## src/rtl/cnn_reg_pipe.sv

```systemverilog
// cnn_reg_pipe: elastic register pipeline that carries a data word and its address tag through
// DEPTH stages. It sits between CNN datapath blocks to retime long paths without losing words.
// Each stage has its own valid bit, so bubbles collapse and a stalled output back-pressures
// upstream only once every stage is occupied.
//
// Ports:
//   clk        rising-edge clock
//   rst        synchronous active-high reset
//   data_in    input data word            addr_in   address tag for data_in
//   in_enable  input valid                in_ready  pipe accepts a word this cycle
//   flush      synchronous clear of all stages
//   data_out   last-stage data            addr_out  last-stage address tag
//   out_enable last stage occupied        out_ready downstream accepts this cycle
//   level      number of occupied stages (0..DEPTH)
//   stall_cnt  saturating count of cycles with out_enable & ~out_ready; present only when
//              CNN_REG_PIPE_STALL_CNT_EN is defined. It is cleared by rst but not by flush.
module cnn_reg_pipe #(
  parameter int unsigned DATA_SIZE = 16,
  parameter int unsigned ADDR_SIZE = 10,
  parameter int unsigned DEPTH     = 2,
  localparam int unsigned CNT_W    = $clog2(DEPTH + 1)
) (
  input  logic                 clk,
  input  logic                 rst,
  input  logic [DATA_SIZE-1:0] data_in,
  input  logic [ADDR_SIZE-1:0] addr_in,
  input  logic                 in_enable,
  output logic                 in_ready,
  input  logic                 flush,
  output logic [DATA_SIZE-1:0] data_out,
  output logic [ADDR_SIZE-1:0] addr_out,
  output logic                 out_enable,
  input  logic                 out_ready,
  output logic [CNT_W-1:0]     level
`ifdef CNN_REG_PIPE_STALL_CNT_EN
  ,
  output logic [15:0]          stall_cnt
`endif
);

  logic [DEPTH-1:0]     v_q, v_d;
  logic [DEPTH-1:0]     mv, load;
  logic [DATA_SIZE-1:0] d_q [DEPTH];
  logic [DATA_SIZE-1:0] d_d [DEPTH];
  logic [ADDR_SIZE-1:0] a_q [DEPTH];
  logic [ADDR_SIZE-1:0] a_d [DEPTH];
  logic [CNT_W-1:0]     level_q, level_d;
  logic                 in_xfer;

  // A stage can move forward when the next stage is empty or itself moving. Ready ripples
  // combinationally from the output side so that a single empty stage anywhere lets the
  // upstream stages advance.
  always_comb begin
    mv = '0;
    mv[DEPTH-1] = out_ready;
    for (int i = int'(DEPTH) - 2; i >= 0; i--) begin
      mv[i] = ~v_q[i+1] | mv[i+1];
    end
  end

  assign load     = ~v_q | mv;
  assign in_ready = load[0] & ~flush & ~rst;
  assign in_xfer  = in_enable & in_ready;

  always_comb begin
    v_d    = v_q;
    d_d    = d_q;
    a_d    = a_q;
    if (load[0]) begin
      v_d[0] = in_xfer;
    end
    if (in_xfer) begin
      d_d[0] = data_in;
      a_d[0] = addr_in;
    end
    for (int i = 1; i < int'(DEPTH); i++) begin
      if (load[i]) begin
        v_d[i] = v_q[i-1];
        // Copy payload only from a valid source so bubbles do not toggle the registers.
        if (v_q[i-1]) begin
          d_d[i] = d_q[i-1];
          a_d[i] = a_q[i-1];
        end
      end
    end
    if (flush || rst) begin
      v_d = '0;
    end
  end

  // Occupancy is derived from the next-state valid bits, so it can never drift from them.
  always_comb begin
    level_d = '0;
    for (int i = 0; i < int'(DEPTH); i++) begin
      level_d = level_d + CNT_W'(v_d[i]);
    end
  end

  always_ff @(posedge clk) begin
    if (rst) begin
      v_q     <= '0;
      level_q <= '0;
      for (int i = 0; i < int'(DEPTH); i++) begin
        d_q[i] <= '0;
        a_q[i] <= '0;
      end
    end else begin
      v_q     <= v_d;
      level_q <= level_d;
      d_q     <= d_d;
      a_q     <= a_d;
    end
  end

  assign out_enable = v_q[DEPTH-1];
  assign data_out   = d_q[DEPTH-1];
  assign addr_out   = a_q[DEPTH-1];
  assign level      = level_q;

`ifdef CNN_REG_PIPE_STALL_CNT_EN
  logic [15:0] stall_cnt_q;

  always_ff @(posedge clk) begin
    if (rst) begin
      stall_cnt_q <= '0;
    end else if (v_q[DEPTH-1] && !out_ready && (stall_cnt_q != 16'hFFFF)) begin
      stall_cnt_q <= stall_cnt_q + 16'd1;
    end
  end

  assign stall_cnt = stall_cnt_q;
`endif

endmodule
```

## config.mk

```make
export PLATFORM = sky130hd
export DESIGN_NAME = cnn_reg_pipe
export DESIGN_NICKNAME = d
export VERILOG_FILES = /design/src/rtl/cnn_reg_pipe.sv
export SDC_FILE = /design/constraint.sdc
export NUM_CORES = 1
export LEC_CHECK = 0
export CAP_MARGIN = 20
export CELL_PAD_IN_SITES_DETAIL_PLACEMENT = 1
export CELL_PAD_IN_SITES_GLOBAL_PLACEMENT = 2
export CORE_MARGIN = 8
export CORE_UTILIZATION = 26
export DETAILED_ROUTE_END_ITERATION = 10
export PLACE_DENSITY_LB_ADDON = 0.1
export SYNTH_ARGS = -nofsm -noshare
export SYNTH_HDL_FRONTEND = slang
export SYNTH_SLANG_ARGS = --single-unit
export TNS_END_PERCENT = 20
```

## constraint.sdc

```tcl
create_clock -name clk -period 1.5 [get_ports clk]
set_input_delay 0.375 -clock clk [delete_from_list [all_inputs] [get_ports clk]]
set_output_delay 0.375 -clock clk [all_outputs]
set_load 0.02 [all_outputs]
```

==> impl_metrics.yaml <==
outcome:
  status: "finished with violations"
  violations: "setup timing"
clock_tree:
  cts_buffers: 5
  tritoncts: "done"
  postCtsHoldBufs: 0
  htree_levels: 2
  clockRootBuffer: "clkbuf_8"
  clock-sinks: 56
  post_cts.repair.setup_buffers: 0
  clockBufferDepth: 2
  clock_latency_ns: 0.31
  clk_pin_slew_ns: 0.10
cells_and_area:
  num_antenna_cells: 0
  drive_gt1_share_pct: 10.8
  fillCellCount: 1089
  stdcell_count: 443
  layout.nets: 345
  multi_input_area_um2: 978
  syn2layout_area_growth_pct: 28.2
  regArea_um2: 1120
  final_util_pct: 34.3
placement:
  dpl.cell_count: 434
  gp_routability_congestion: 0.726
  portBuffers: 60
  hpwl_um: 5230
grt:
  gr-total-overflow: 0
  grt_pass1_vias: 2157
  grt_usage_pct: 11.5
  antenna_found_initial: 0
  grt_pass1_wl_um: 11900
  grt_start_max_net_pins: 35
logic_synthesis:
  syn_area_per_cell_um2: 8.77
  synth_top_cells_by_area: "dfxtp_1 (45%), nand3_1 (11%), buf_4 (8.2%)"
  synth_common_cells: "dfxtp_1 (56), nand3_1 (52), buf_4 (27)"
  synth.top_cell.area_share_pct: 45.3
  synth_edf_count: 0
  syn_inst: 282
  yosysTopAreaCell: "dfxtp_1"
  synth-seq-cells: 56
  syn_nets: 314
  synth_most_common_cell: "dfxtp_1"
  yosysWarnings: 0
  synth_fa_ha_area_share_pct: 0.506
  async_flop_share_pct: 0
  synth.mux.area_fraction_pct: 0
  synthXorXnorAreaFrac_pct: 0
  synth_top_family_by_area: "compound AO/OA/AOI/OAI gates"
  ys_seq_area_share_pct: 45.3
  synth_cell_types: 27
  mappedNetlistArea_um2: 2470
  synthSimpleGateAreaFrac_pct: 17.4
  synth_ff_type: "dfxtp_1"
  synth_compound_area_share_pct: 21.2
drt:
  via_per_inst: 4.74
  wl_per_cell_um: 17.0
  ant_nets: 0
  drt_iter0_drc: 110
  route.detailed.drc: 0
  via_count: 2101
  dr.pass1.iters: 5
  wirelength_um: 7540
die:
  num_rows: 35
  start_util_pct: 26.8
  coreArea_um2: 9240
  ioPinCount: 61
  fp.dieW_um: 114
  die_h_um: 114
  dieArea_um2: 12900
worst_setup_path:
  required_ns: 1.12
  crit_arrival_ns: 1.22
  critPathLaunchType: "flop"
  cp_max_fo: 2
  critPathMaxStageDelay_ns: 0.32
  cp_cell_sequence: "and3b_1 > nor3_2 > buf_4"
  path_delay_family: "simple AND/OR/NAND/NOR gates"
  end_kind: "primary output"
  slowest_stage: "dfxtp_1"
  crit_buf_inv: 1
  path_class: "reg2out"
power:
  share_comb_of_total_power_pct: 10.5
  p_leak_nw: 1.34
  max-vdd-ir-drop_v: 0.000430
  power_density_nw_per_um2: 903
  netSwitchingFraction_pct: 23.9
  power_switching_mw: 0.685
  p_int_mw: 2.18
  total_power_mw: 2.86
  clockPowerShare_pct: 35.0
  seqPwrFrac_pct: 54.6
sta:
  hold_violations: 0
  finalCriticalPeriod_ns: 1.60
  setup_viol: 2
  fin_hold_ws_ns: 0.479
  max_freq_mhz: 626
  fin_skew_ns: 0.00619
  fin_crit_sh_pct: 106
  worst_slack_ns: -0.0965
  setup_tns_ns: -0.119
  drv_slew: 0
  rsz0062_at_grt: "yes"
  tightest_slew_ns: 0.378
  relSlewSlack_pct: 74.5
flow_run:
  max-cap-violations: 0
worst_hold_path:
  hold_path.class: "reg2reg"
==> worst min-delay path, delay by kind of cell (launching register included) <==
kind / cells / cell delay, ns
DFF: 1 / 0.33
AOI/OAI and AO/OA: 1 / 0.07
and+or+nand+nor: 1 / 0.05
==> power by group through the flow <==
stage	clock network, mW	registers, mW	logic (mW)
6_report	1.00	1.56	0.299
5_1_grt	1.09	1.57	0.325
4_1_cts	1.04	1.56	0.288
3_5_place_dp	0	1.60	0.292
3_3_place_gp	0	1.60	0.291
2_1_floorplan	0	1.58	0.147
==> sequential cells by signal, summed over array words and instances (netlist names) <==
register	count
v_q	2
level	2
a_q	10
d_q	16
addr_out	10
data_out	16
==> kinds of logic after synthesis <==
| logic type | after synthesis |
|---|---|
| AO/OA/AOI/OAI | 82 |
| adder cells (fa/ha/maj) | 1 |
| buffers and inverters | 57 |
| flip-flops | 56 |
| AND/OR/NAND/NOR | 86 |
==> through the flow <==
step	instance area (um2)	setup WS [ns]
after floorplan	2480	-0.0896
after global placement	3050	-0.803
after detailed placement	3050	-0.806
after CTS	3120	-0.131
after global routing	3170	-0.145
final	3170	-0.0965
==> cell type report <==
type / instances / area share (%)
sequential: 56 / 35.4
multi-input combinational: 169 / 30.9
timing repair buffer: 78 / 24.9
tap: 129 / 5.09
clock buffer: 6 / 2.29
clock inverter: 2 / 1.10
inverter: 3 / 0.355
==> what timing repair did <==
action / 4_1_cts / 5_1_grt
cloned: 0 / 1
pin swaps: 0 / 2
hold endpoints to repair: 0 / 0
gates resized for setup: 38 / 14
endpoints found under the setup margin: 58 / 30
==> worst paths after layout <==
| path | start | to | slack, ns | depth (start not counted) |
|---|---|---|---|---|
| hold reg to reg | a_q[10] | a_q[10] | 0.48 | 2 |
| hold / removal | a_q[10] | a_q[10] | 0.48 | 2 |
| setup reg to reg | v_q[0] | level[0] | -0.02 | 5 |
| setup / recovery | v_q[0] | in_ready | -0.1 | 3 |
==> per-layer routing <==
layer	vias to the layer above	GRT usage (%)	wire length, um
met3	4	3.12	357
met4	0	2.66	60
met1	987	17.0	4010
li1	1057	-	-
met2	53	15.7	3110
met5	-	0	0
==> layout by cell type (no fill, tap or decap) <==
master	instances
dfxtp_1	56
nor3b_4	1
nand3b_2	1
ha_1	1
clkdlybuf4s15_1	1
a211oi_2	1
o311ai_0	2
clkbuf_8	5
buf_12	6
dlygate4sd2_1	28
clkbuf_16	1
inv_2	1
nor2b_1	2
nand2_1	26
buf_4	12
nand3_1	52
inv_1	1
a21oi_1	26
clkinv_1	1
and2b_4	1
o21ai_0	15
o311ai_1	23
clkbuf_1	1
nand2b_1	1
o311ai_2	1
clkinv_2	1
o21ai_1	11
dlymetal6s2s_1	2
clkdlybuf4s50_1	27
a211oi_1	3
and3b_1	1
bufinv_16	1
nor3_2	1
clkbuf_2	1
(Power assumes the default switching activity.)
